## src/rtl/fifo_readout_ctrl.sv

```systemverilog
// Drains the 34-bit timestamp FIFO into framed 7-byte packets (header, 34-bit word, XOR check) on a byte stream.
// One-cycle read pop at capture; TX_DATA/TX_VALID are held while TX_READY is low.
module fifo_readout_ctrl #(
    parameter logic [7:0] HDR_NORM = 8'hA5,
    parameter logic [7:0] HDR_OVF  = 8'hA6,
    parameter int         CNT_W    = 16
) (
    input  logic             CLK,
    input  logic             nRST,
    input  logic             EN,
    input  logic [33:0]      FIFO_Q,
    input  logic             FIFO_EMPTY,
    input  logic             FIFO_FULL,
    output logic             FIFO_RD,
    output logic [7:0]       TX_DATA,
    output logic             TX_VALID,
    input  logic             TX_READY,
    output logic             BUSY,
    output logic             OVF,
    output logic [CNT_W-1:0] PKT_CNT
);

    typedef enum logic {S_IDLE, S_SEND} state_t;

    state_t             r_state;
    state_t             w_state_nxt;
    logic [33:0]        r_word;
    logic [7:0]         r_hdr;
    logic [7:0]         r_chk;
    logic [2:0]         r_idx;

    logic               w_capture;
    logic               w_xfer;
    logic               w_last;
    logic [7:0]         w_hdr;
    logic [7:0]         w_chk;
    logic               w_rd_nxt;
    logic [7:0]         w_data_nxt;
    logic               w_valid_nxt;
    logic               w_busy_nxt;
    logic               w_ovf_nxt;
    logic [CNT_W-1:0]   w_cnt_nxt;
    logic [2:0]         w_idx_nxt;

    function automatic logic [7:0] f_byte(input logic [2:0] idx, input logic [33:0] w,
                                          input logic [7:0] hdr, input logic [7:0] chk);
        case (idx)
            3'd0:    f_byte = hdr;
            3'd1:    f_byte = {6'b0, w[33:32]};
            3'd2:    f_byte = w[31:24];
            3'd3:    f_byte = w[23:16];
            3'd4:    f_byte = w[15:8];
            3'd5:    f_byte = w[7:0];
            default: f_byte = chk;
        endcase
    endfunction

    assign w_capture = (r_state == S_IDLE) && EN && !FIFO_EMPTY;
    assign w_xfer    = TX_VALID && TX_READY;
    assign w_last    = (r_idx == 3'd6);
    // Header sees overflow up to and including the capture edge itself.
    assign w_hdr     = (OVF || FIFO_FULL) ? HDR_OVF : HDR_NORM;
    assign w_chk     = w_hdr ^ {6'b0, FIFO_Q[33:32]} ^ FIFO_Q[31:24] ^ FIFO_Q[23:16]
                       ^ FIFO_Q[15:8] ^ FIFO_Q[7:0];

    always_ff @(posedge CLK or negedge nRST) begin
        if (!nRST) begin
            r_state <= S_IDLE;
        end else begin
            r_state <= w_state_nxt;
        end
    end

    always_comb begin
        w_state_nxt = r_state;
        case (r_state)
            S_IDLE:  if (w_capture) w_state_nxt = S_SEND;
            S_SEND:  if (w_xfer && w_last) w_state_nxt = S_IDLE;
            default: w_state_nxt = S_IDLE;
        endcase
    end

    always_comb begin
        w_rd_nxt    = 1'b0;
        w_data_nxt  = TX_DATA;
        w_valid_nxt = TX_VALID;
        w_busy_nxt  = BUSY;
        w_ovf_nxt   = OVF || FIFO_FULL;
        w_cnt_nxt   = PKT_CNT;
        w_idx_nxt   = r_idx;
        case (r_state)
            S_IDLE: begin
                if (w_capture) begin
                    w_rd_nxt    = 1'b1;
                    w_data_nxt  = w_hdr;
                    w_valid_nxt = 1'b1;
                    w_busy_nxt  = 1'b1;
                    w_ovf_nxt   = FIFO_FULL;
                    w_idx_nxt   = 3'd0;
                end
            end
            S_SEND: begin
                if (w_xfer) begin
                    if (w_last) begin
                        w_valid_nxt = 1'b0;
                        w_busy_nxt  = 1'b0;
                        w_cnt_nxt   = PKT_CNT + CNT_W'(1);
                    end else begin
                        w_idx_nxt  = r_idx + 3'd1;
                        w_data_nxt = f_byte(r_idx + 3'd1, r_word, r_hdr, r_chk);
                    end
                end
            end
            default: ;
        endcase
    end

    always_ff @(posedge CLK or negedge nRST) begin
        if (!nRST) begin
            FIFO_RD  <= 1'b0;
            TX_DATA  <= 8'h00;
            TX_VALID <= 1'b0;
            BUSY     <= 1'b0;
            OVF      <= 1'b0;
            PKT_CNT  <= '0;
            r_idx    <= 3'd0;
            r_word   <= '0;
            r_hdr    <= 8'h00;
            r_chk    <= 8'h00;
        end else begin
            FIFO_RD  <= w_rd_nxt;
            TX_DATA  <= w_data_nxt;
            TX_VALID <= w_valid_nxt;
            BUSY     <= w_busy_nxt;
            OVF      <= w_ovf_nxt;
            PKT_CNT  <= w_cnt_nxt;
            r_idx    <= w_idx_nxt;
            if (w_capture) begin
                r_word <= FIFO_Q;
                r_hdr  <= w_hdr;
                r_chk  <= w_chk;
            end
        end
    end

endmodule
```

## config.mk

```make
export PLATFORM = sky130hd
export DESIGN_NAME = fifo_readout_ctrl
export DESIGN_NICKNAME = d
export VERILOG_FILES = /design/src/rtl/fifo_readout_ctrl.sv
export SDC_FILE = /design/constraint.sdc
export NUM_CORES = 1
export LEC_CHECK = 0
export ABC_AREA = 1
export BUFFER_PORTS_ARGS = -buffer_cell sky130_fd_sc_hd__buf_2
export CAP_MARGIN = 20
export CORE_ASPECT_RATIO = 0.9
export CORE_UTILIZATION = 30
export CTS_CLUSTER_DIAMETER = 200
export DETAILED_ROUTE_END_ITERATION = 6
export HOLD_SLACK_MARGIN = 0.12
export MAX_ROUTING_LAYER = met4
export PLACE_DENSITY_LB_ADDON = 0.08
export RECOVER_POWER = 25
export SKIP_LAST_GASP = 1
export SYNTH_ARGS = -nofsm -noshare
export SYNTH_HDL_FRONTEND = slang
export SYNTH_SLANG_ARGS = --single-unit
```

## constraint.sdc

```tcl
create_clock -name CLK -period 1.8 [get_ports CLK]
set_input_delay 0.36 -clock CLK [delete_from_list [all_inputs] [get_ports CLK]]
set_output_delay 0.36 -clock CLK [all_outputs]
set_load 0.01 [all_outputs]
```

==> metrics.yaml, run 1 <==
io_buffer_count: 67
boundaryPins: 68
root_buffer: "clkbuf_16"
track_usage: 0.177
syn_inst: 479
crit_path_frequent_cell: "nand2_1"
rsz0062_at_grt: "true"
antenna_found_initial: 0
finalSetupViolations: 0
critPathBufInv: 1
hold_slack_ns: 0.238
yosysSeqAreaShare: 0.494
grt_max_degree: 57
r2r-end: "PKT_CNT[10]"
clk_latency_ns: 0.34
hp-class: "in -> reg"
finalInstanceArea_um2: 5030
area_growth_pct: 30.6
end_kind: "register"
die_area_um2: 13300
tightest_slew_ns: 0.870
crit_chain: "buf_6 > ha_4 > nand2_4 > nor3_4 > nand2_2 > nor2_4 > nand2_2 > nor2_4 > nand2_1 > nand2_1 > nand2_1"
slew_headroom: 0.420
viasPerCell: 4.42
synth-seq-cells: 76
fill_cells: 1281
multi_input_area_um2: 1810
synth_area_um2: 3850
crit_end: "PKT_CNT[10]"
crit_start: "r_idx[1]"
post_dp_cell_area_um2: 4560
clkSinkCount: 76
grt_pass1_wl_mm: 17.0
outcome: "complete, no violations"
drc_errors: 0
p_leak_nw: 2.71
drv_cap: 0
hpwl_mm: 7.53
tritoncts: "yes"
drt_wl_total_mm: 10.2
avgSynthCellArea_um2: 8.03
p_per_area_nw_per_um2: 701
path_depth: 11
period_share: 0.976
rrSetupSlack_ns: 0.04
stdcell_count: 752
cts_inserted_buffers: 9
cts_buffer_depth: 2
die_x_um: 121
drt_iter0_markers: 135
worst_ep_required_time_ns: 2.03
overflow: 0
htreeDepth: 3
dr.pass1.iters: 4
mostFrequentLayoutCells: "nand2_1 (195), dfrtp_1 (76), buf_2 (66)"
peakVddDrop_v: 0.000446
num_rows: 38
layout_commonest_cell: "nand2_1"
drtAntennaViolNets: 0
fmax_mhz: 569
r2r_start: "r_idx[1]"
slowest_stage: "dfrtp_1"
start_kind: "register"
start_util: 0.314
synth.distinct_cells: 26
place_inst: 719
drive_gt1_frac: 0.260
period_needed_ns: 1.76
cp_max_fo: 4
wl_per_cell_um: 13.5
regArea_um2: 1900
vias: 3321
fin_skew_ns: 0.00455
antenna_cells: 0
core_um2: 12300
rr_worst_depth: 11
fin_tns_setup_ns: 0
first_global_vias: 3351
slew_violations: 0
routabilityCongestion: 0.824
dieHeight_um: 109
synth_fp_nets: 525
nets: 633
cp.arrival_ns: 1.99
synth_warnings: 0
path_class: "reg -> reg"
hold_violations: 0
path_delay_family: "simple AND/OR/NAND/NOR gates"
cts.clk_slew.worst_paths_ns: 0.06
cpPeakStageDelay_ns: 0.40
state kept, by name, indices dropped and copies added (netlist names):
name / flops
FIFO_RD: 1
r_idx: 3
TX_DATA: 8
PKT_CNT: 16
r_word: 34
r_chk: 8
r_state: 1
r_hdr: 3
OVF: 1
BUSY: 1
report_power, final:
part                      switching (W)  internal (W)
Combinational                 0.0000984     0.0000785
Clock                          0.000671      0.000968
Sequential     0.0000000000000000000228       0.00171
Total                          0.000769       0.00276
metal layers:
metal	vias up	global-route usage	share of wire
li1	1701	-	-
met3	8	0.0529	0.036
met5	-	-	0
met4	0	0.0441	0.011
met1	1564	0.228	0.49
met2	48	0.271	0.47
worst min path at each step:
stage,startpoint,end,slack (ns),cells past startpoint
6_report,FIFO_Q[22],r_word[22],0.24,3
5_1_grt,FIFO_Q[30],r_word[30],0.24,3
4_1_cts,FIFO_Q[30],r_word[30],0.23,3
3_5_place_dp,nRST,r_word[33],0.35,1
3_3_place_gp,nRST,r_word[33],0.35,1
2_1_floorplan,nRST,BUSY,0.06,0
cells by family (layout without fill, tap and decap cells):
family | Yosys count | after routing | share of synthesized area
AND/OR/NAND/NOR | 280 | 280 | 0.309
adder cells (fa/ha/maj) | 6 | 6 | 0.0195
XOR/XNOR | 39 | 39 | 0.0888
AO/OA/AOI/OAI | 23 | 23 | 0.0319
flip-flops | 76 | 76 | 0.494
buffers and inverters | 55 | 168 | 0.0569
worst min-delay path: stages:
cell and delay, ns:
buf_2 0.10, nand2_1 0.05, nand2_1 0.04
cell usage after synthesis:
cell type / number / area (um2)
nand3_1: 34 / 170
nand4_1: 8 / 50.1
nor3_4: 1 / 16.3
buf_1: 2 / 7.51
a21oi_1: 2 / 10.0
a2bb2oi_1: 1 / 8.76
nand2_4: 1 / 11.3
nand2_1: 198 / 743
o21ai_1: 1 / 5.00
nor2_1: 19 / 71.3
nor3_1: 6 / 30.0
clkbuf_1: 1 / 3.75
buf_4: 1 / 7.51
o21ai_2: 1 / 8.76
nand2_2: 3 / 18.8
xnor2_1: 18 / 158
inv_1: 41 / 154
dfrtp_1: 76 / 1900
inv_2: 3 / 11.3
ha_1: 6 / 75.1
xor2_1: 21 / 184
buf_2: 7 / 35.0
o21ai_0: 18 / 90.1
nor2_4: 3 / 33.8
or2_2: 6 / 37.5
nor2_2: 1 / 6.26
what timing repair did:
action	in CTS	in global routing
hold buffers	1	0
endpoints found under the setup margin	11	16
endpoints found under the hold margin	31	0
pin swaps	4	11
setup buffers	7	11
resized for setup	8	18
cell type report:
type                            count  share of cell area
Multi-Input combinational cell    348               0.361
Clock buffer                       14              0.0505
Tap cell                          160              0.0398
Inverter                           44              0.0339
Clock inverter                      2             0.00199
Sequential cell                    76               0.378
Timing Repair Buffer              108               0.134
stage by stage:
stage | util | setup slack (ns) | total power [W]
after detailed placement | 0.371 | -0.136 | 0.00193
after global routing | 0.410 | -0.0792 | 0.00368
after global placement | 0.371 | -0.124 | 0.00192
final | 0.410 | 0.0437 | 0.00352
after CTS | 0.400 | 0.00190 | 0.00360
after floorplan | - | 0.170 | 0.00181
(Power assumes the default switching activity.)
==> run 2: changes to the inputs <==
- CORE_ASPECT_RATIO: 0.9 -> 1.4
- GPL_TIMING_DRIVEN: unset -> 0
==> run 2 against run 1 <==
Against the previous run:
- the flow now finishes with violations (design-rule violations)
- sequential share of layout area up 0.47 points
- sequential cell count unchanged
- critical path depth down 1
- global-route usage up 0.71 points
- highest routed layer unchanged
- non-clock buffer count down 9
- sequential power about the same
- via count up 0.69%
- largest power group is now clock
==> metrics.yaml, run 2 (same netlist as run 1, synthesis figures left out) <==
slew_violations: 0  # unchanged
post_dp_cell_area_um2: 4400  # was 4560 um2
drt_wl_total_mm: 11.1  # was 10.2 mm
fin_tns_setup_ns: 0  # unchanged
path_class: "reg -> reg"  # unchanged
p_per_area_nw_per_um2: 730  # was 701 nW/um2
period_share: 0.954  # was 0.976
cp.arrival_ns: 1.94  # was 1.99 ns
grt_max_degree: 57  # unchanged
swShare: 0.218  # about the same
overflow: 0  # unchanged
largest_register_ffs: 34  # unchanged
violations: "design-rule violations"
tritoncts: "yes"  # unchanged
hold-path-endpoint: "r_word[18]"  # was r_word[22]
rr_worst_depth: 10  # was 11
dp_slack_ns: -0.302  # was -0.136 ns
viasPerCell: 4.57  # was 4.42
drtAntennaViolNets: 0  # unchanged
clkSinkCount: 76  # unchanged
antenna_found_initial: 0  # unchanged
period_needed_ns: 1.72  # was 1.76 ns
htreeDepth: 3  # unchanged
antenna_cells: 0  # unchanged
hold_violations: 0  # unchanged
internal_power_w: 0.00284  # was 0.00276 W
fill_cells: 1305  # was 1281
top_regs: "r_word (34), PKT_CNT (16)"  # unchanged
cts_buffer_depth: 2  # unchanged
wl_met2_mm: 5.87  # was 4.75 mm
p_seq_frac: 0.471  # was 0.485
min-delay-start: "FIFO_Q[18]"  # was FIFO_Q[22]
drv_cap: 0  # unchanged
rrSetupSlack_ns: 0.08  # was 0.04 ns
p_leak_nw: 2.66  # was 2.71 nW
wl_met3_um: 334  # was 369 um
cts_inserted_buffers: 9  # unchanged
post-route-util: 0.400  # was 0.410
crit_start: "r_idx[0]"  # was r_idx[1]
top_register: "r_word"  # unchanged
r2r_start: "r_idx[0]"  # was r_idx[1]
boundaryPins: 68  # unchanged
root_buffer: "clkbuf_16"  # unchanged
first_global_vias: 3266  # was 3351
tightest_slew_ns: 0.650  # was 0.870 ns
peakVddDrop_v: 0.000383  # was 0.000446 V
nets: 624  # was 633
wl_per_cell_um: 15.2  # was 13.5 um
rsz0062_at_grt: "true"  # unchanged
layout_commonest_cell: "nand2_1"  # unchanged
finalInstanceArea_um2: 4970  # was 5030 um2
p_comb_frac: 0.049  # was 0.050
hpwl_mm: 7.96  # was 7.53 mm
timing.final.ws_setup_ns: 0.0825  # was 0.0437 ns
fin_skew_ns: 0.00430  # was 0.00455 ns
hp-class: "in -> reg"  # unchanged
start_util: 0.310  # was 0.314
mostFrequentLayoutCells: "nand2_1 (193), buf_2 (75), dfrtp_1 (74)"  # was nand2_1 (195), dfrtp_1 (76), buf_2 (66)
drive_gt1_frac: 0.258  # was 0.260
die_x_um: 97.7  # was 121 um
vias: 3344  # was 3321
drc_errors: 12  # was 0
routabilityCongestion: 0.797  # was 0.824
dieHeight_um: 136  # was 109 um
drt_iter0_markers: 145  # was 135
r2r-end: "TX_DATA[7]"  # was PKT_CNT[10]
power.total_w: 0.00363  # was 0.00352 W
dr.pass1.iters: 7  # was 4
area_growth_pct: 29.2  # was 30.6%
io_buffer_count: 67  # unchanged
multi_input_area_um2: 1850  # was 1810 um2
start_kind: "register"  # unchanged
finalSetupViolations: 0  # unchanged
core_um2: 12400  # was 12300 um2
highest_layer: "met4"  # unchanged
num_rows: 48  # was 38
hold_depth: 3  # unchanged
clk_latency_ns: 0.34  # about the same
die_area_um2: 13300  # about the same
cts.clk_slew.worst_paths_ns: 0.06  # about the same
cp_max_fo: 4  # unchanged
met1_length_mm: 4.76  # was 4.94 mm
track_usage: 0.184  # was 0.177
worst_ep_required_time_ns: 2.02  # was 2.03 ns
slew_headroom: 0.563  # was 0.420
regArea_um2: 1900  # about the same
end_kind: "register"  # unchanged
grt_pass1_wl_mm: 17.6  # was 17.0 mm
outcome: "finished with violations"  # was complete, no violations
clkPwrFrac: 0.480  # was 0.465
fmax_mhz: 582  # was 569 MHz
p_switching_w: 0.000790  # was 0.000769 W
==> run 2: cell count changes in the layout (fill, tap and decap cells not counted), sizes merged <==
| cell | change |
|---|---|
| buf | -9 |
| bufinv | +1 |
| clkbuf | -3 |
==> run 2: what timing repair did <==
action | 4_1_cts | 5_1_grt
cloned | 0 | 0
setup buffers | 7 | 12
pin swaps | 8 | 19
setup endpoints to repair | 42 | 20
hold endpoints to repair | 20 | 0
hold buffers | 1 | 0
gates resized for setup | 24 | 14
==> run 2: stage by stage <==
| stage | hold WS (ns) | cells |
|---|---|---|
| final | 0.239 | 731 |
| after global routing | 0.240 | 731 |
| after CTS | 0.233 | 719 |
| after detailed placement | 0.279 | 697 |
| after global placement | 0.454 | 696 |
| after floorplan | 0.0644 | 479 |
==> run 2: how the worst max path moves through the flow <==
stage,end,cells after the start
after floorplan,TX_DATA[2],10
after global placement,r_word[14],1
after detailed placement,TX_DATA[1],12
after CTS,PKT_CNT[10],11
after global routing,PKT_CNT[10],11
final,TX_DATA[7],10
==> run 2: cell type report <==
class,instances,share of cell area
Clock inverter,3,0.00805
Inverter,44,0.0337
Clock buffer,11,0.0468
Timing Repair Buffer,88,0.106
Tap cell,150,0.0378
Sequential cell,76,0.383
Multi-Input combinational cell,348,0.373
Buffer,11,0.0116
==> run 2: metal layers <==
metal / track usage / vias up
met2: 0.327 / 60
met5: - / -
met3: 0.0278 / 10
met1: 0.209 / 1586
met4: 0.0657 / 0
li1: - / 1688
==> run 2: critical path, stage by stage (launching register included) <==
cell and delay, ns:
dfrtp_1 0.41, inv_2 0.09, ha_4 0.18, nand2_4 0.08, inv_1 0.05, o21ai_2 0.17
nand2_4 0.10, nor2_4 0.16, nand2_1 0.09, nor3_2 0.22, nor2_1 0.06
==> run 2: power groups by stage <==
| stage | sequential, W | combinational, W | clock (W) |
|---|---|---|---|
| 5_1_grt | 0.00171 | 0.000203 | 0.00187 |
| 3_5_place_dp | 0.00174 | 0.000190 | 0 |
| 6_report | 0.00171 | 0.000178 | 0.00174 |
| 2_1_floorplan | 0.00174 | 0.0000690 | 0 |
| 4_1_cts | 0.00171 | 0.000191 | 0.00179 |
| 3_3_place_gp | 0.00174 | 0.000180 | 0 |
==> run 3: changes to the inputs <==
- CORE_UTILIZATION: 30 -> 28
==> run 3 against run 2 <==
Against the previous run:
- the flow now finishes without violations
- via count up 1.2%
- sequential power about the same
- sequential share of layout area down 1.1 points
- critical path type unchanged
- critical path depth unchanged
- cell count up 4.5%
- register-to-register slack worse by 0.04 ns
- critical endpoint unchanged
==> metrics.yaml, run 3 (same netlist as run 1, synthesis figures left out) <==
stdcell_count: 764  # was 731
first_global_vias: 3355  # was 3266
drv_cap: 0  # unchanged
top_regs: "r_word (34), PKT_CNT (16)"  # unchanged
p_leak_nw: 2.69  # was 2.66 nW
timing.final.ws_setup_ns: 0.0420  # was 0.0825 ns
end_kind: "register"  # unchanged
path_class: "reg -> reg"  # unchanged
core_um2: 13400  # was 12400 um2
hpwl_mm: 8.02  # was 7.96 mm
cp.arrival_ns: 1.98  # was 1.94 ns
fin_tns_setup_ns: 0  # unchanged
track_usage: 0.171  # was 0.184
period_needed_ns: 1.76  # was 1.72 ns
mostFrequentLayoutCells: "nand2_1 (193), dfrtp_1 (74), buf_2 (74)"  # was nand2_1 (193), buf_2 (75), dfrtp_1 (74)
antenna_cells: 0  # unchanged
layout_commonest_cell: "nand2_1"  # unchanged
drtAntennaViolNets: 0  # unchanged
hold_violations: 0  # unchanged
start_kind: "register"  # unchanged
dr.pass1.iters: 4  # was 7
peakVddDrop_v: 0.000319  # was 0.000383 V
fill_cells: 1434  # was 1305
root_buffer: "clkbuf_16"  # unchanged
grt_max_degree: 58  # was 57
outcome: "complete, no violations"  # was finished with violations
wl_per_cell_um: 14.8  # was 15.2 um
die_area_um2: 14200  # was 13300 um2
cts_inserted_buffers: 9  # unchanged
fmax_mhz: 569  # was 582 MHz
dp_slack_ns: -0.356  # was -0.302 ns
p_per_area_nw_per_um2: 790  # was 730 nW/um2
drt_iter0_markers: 144  # was 145
nets: 623  # was 624
clk_latency_ns: 0.34  # about the same
period_share: 0.977  # was 0.954
place_inst: 729  # was 697
slew_headroom: 0.623  # was 0.563
area_growth_pct: 32.8  # was 29.2%
die_x_um: 101  # was 97.7 um
overflow: 0  # unchanged
antenna_found_initial: 0  # unchanged
clkSinkCount: 76  # unchanged
hold_depth: 3  # unchanged
start_util: 0.287  # was 0.310
cts.clk_slew.worst_paths_ns: 0.06  # about the same
vias: 3385  # was 3344
top_register: "r_word"  # unchanged
hp-class: "in -> reg"  # unchanged
finalSetupViolations: 0  # unchanged
grt_pass1_wl_mm: 17.7  # was 17.6 mm
io_buffer_count: 67  # unchanged
htreeDepth: 3  # unchanged
fin_skew_ns: 0.00557  # was 0.00430 ns
routabilityCongestion: 0.844  # was 0.797
rr_worst_depth: 10  # unchanged
drt_wl_total_mm: 11.3  # was 11.1 mm
boundaryPins: 68  # unchanged
num_rows: 50  # was 48
cp_max_fo: 6  # was 4
worst_ep_required_time_ns: 2.02  # about the same
largest_register_ffs: 34  # unchanged
dieHeight_um: 141  # was 136 um
drc_errors: 0  # was 12
viasPerCell: 4.43  # was 4.57
drive_gt1_frac: 0.266  # was 0.258
rsz0062_at_grt: "true"  # unchanged
tightest_slew_ns: 0.565  # was 0.650 ns
tritoncts: "yes"  # unchanged
cts_buffer_depth: 2  # unchanged
slew_violations: 0  # unchanged
==> run 3: cell types whose count changed in the layout (fill, tap and decap cells not counted), moves of 2 or more <==
cell and delta:
bufinv_16 +2, clkbuf_8 +2, ha_4 +2, inv_1 -2
==> run 3: critical path, cell delays in order (launching register included) <==
cell and delay (ns):
dfrtp_2 0.42, inv_4 0.07, ha_4 0.18, nand2_2 0.10, inv_1 0.06, o21ai_2 0.20, nand2_4 0.11, nor2_4 0.17
nand2_2 0.09, nor3_4 0.20, nor2_1 0.06
==> run 3: power breakdown <==
part | total [W] | switching (W) | internal (W) | leakage, nW
Combinational | 0.000180 | 0.000103 | 0.0000770 | 1.52
Clock | 0.00215 | 0.000719 | 0.00143 | 0.173
Sequential | 0.00171 | 0.0000000000000000000231 | 0.00171 | 1.00
==> run 3: path summary, 6_finish.rpt <==
path	start	to	slack, ns
max	r_idx[0]	TX_DATA[7]	0.04
min	FIFO_Q[15]	r_word[15]	0.24
max reg2reg	r_idx[0]	TX_DATA[7]	0.04
min reg2reg	TX_DATA[3]	TX_DATA[3]	0.47
max in group asynchronous	nRST	r_idx[1]	0.29
min in group asynchronous	nRST	r_hdr[0]	0.55
==> run 3: routing by layer <==
layer  GRT usage  part of all wire  vias to the layer above
met4      0.0778             0.022                        0
met2       0.296              0.52                       79
met1       0.196              0.42                     1607
met3      0.0198             0.038                       15
li1            -                 -                     1684
met5           -                 0                        -
==> run 3: cell type report <==
class | count | area, um2 | area share
Sequential cell | 76 | 1900 | 0.373
Clock inverter | 4 | 95.1 | 0.0186
Timing Repair Buffer | 87 | 517 | 0.101
Multi-Input combinational cell | 348 | 1880 | 0.368
Buffer | 11 | 60.1 | 0.0118
Tap cell | 182 | 228 | 0.0446
Inverter | 44 | 171 | 0.0335
Clock buffer | 12 | 256 | 0.0502
==> run 3: through the flow <==
stage	hold slack, ns	util	area, um2	total power [W]
2_1_floorplan	0.0644	-	3850	0.00181
5_1_grt	0.240	0.382	5110	0.00418
4_1_cts	0.230	0.369	4940	0.00411
3_3_place_gp	0.456	0.330	4410	0.00192
3_5_place_dp	0.278	0.332	4440	0.00193
6_report	0.240	0.382	5110	0.00404
==> run 3: timing repair <==
item,in CTS,in global routing
endpoints found under the setup margin,41,18
hold buffers,1,0
buffers inserted,8,10
gates resized for setup,19,25
endpoints found under the hold margin,19,0
pin swaps,4,15
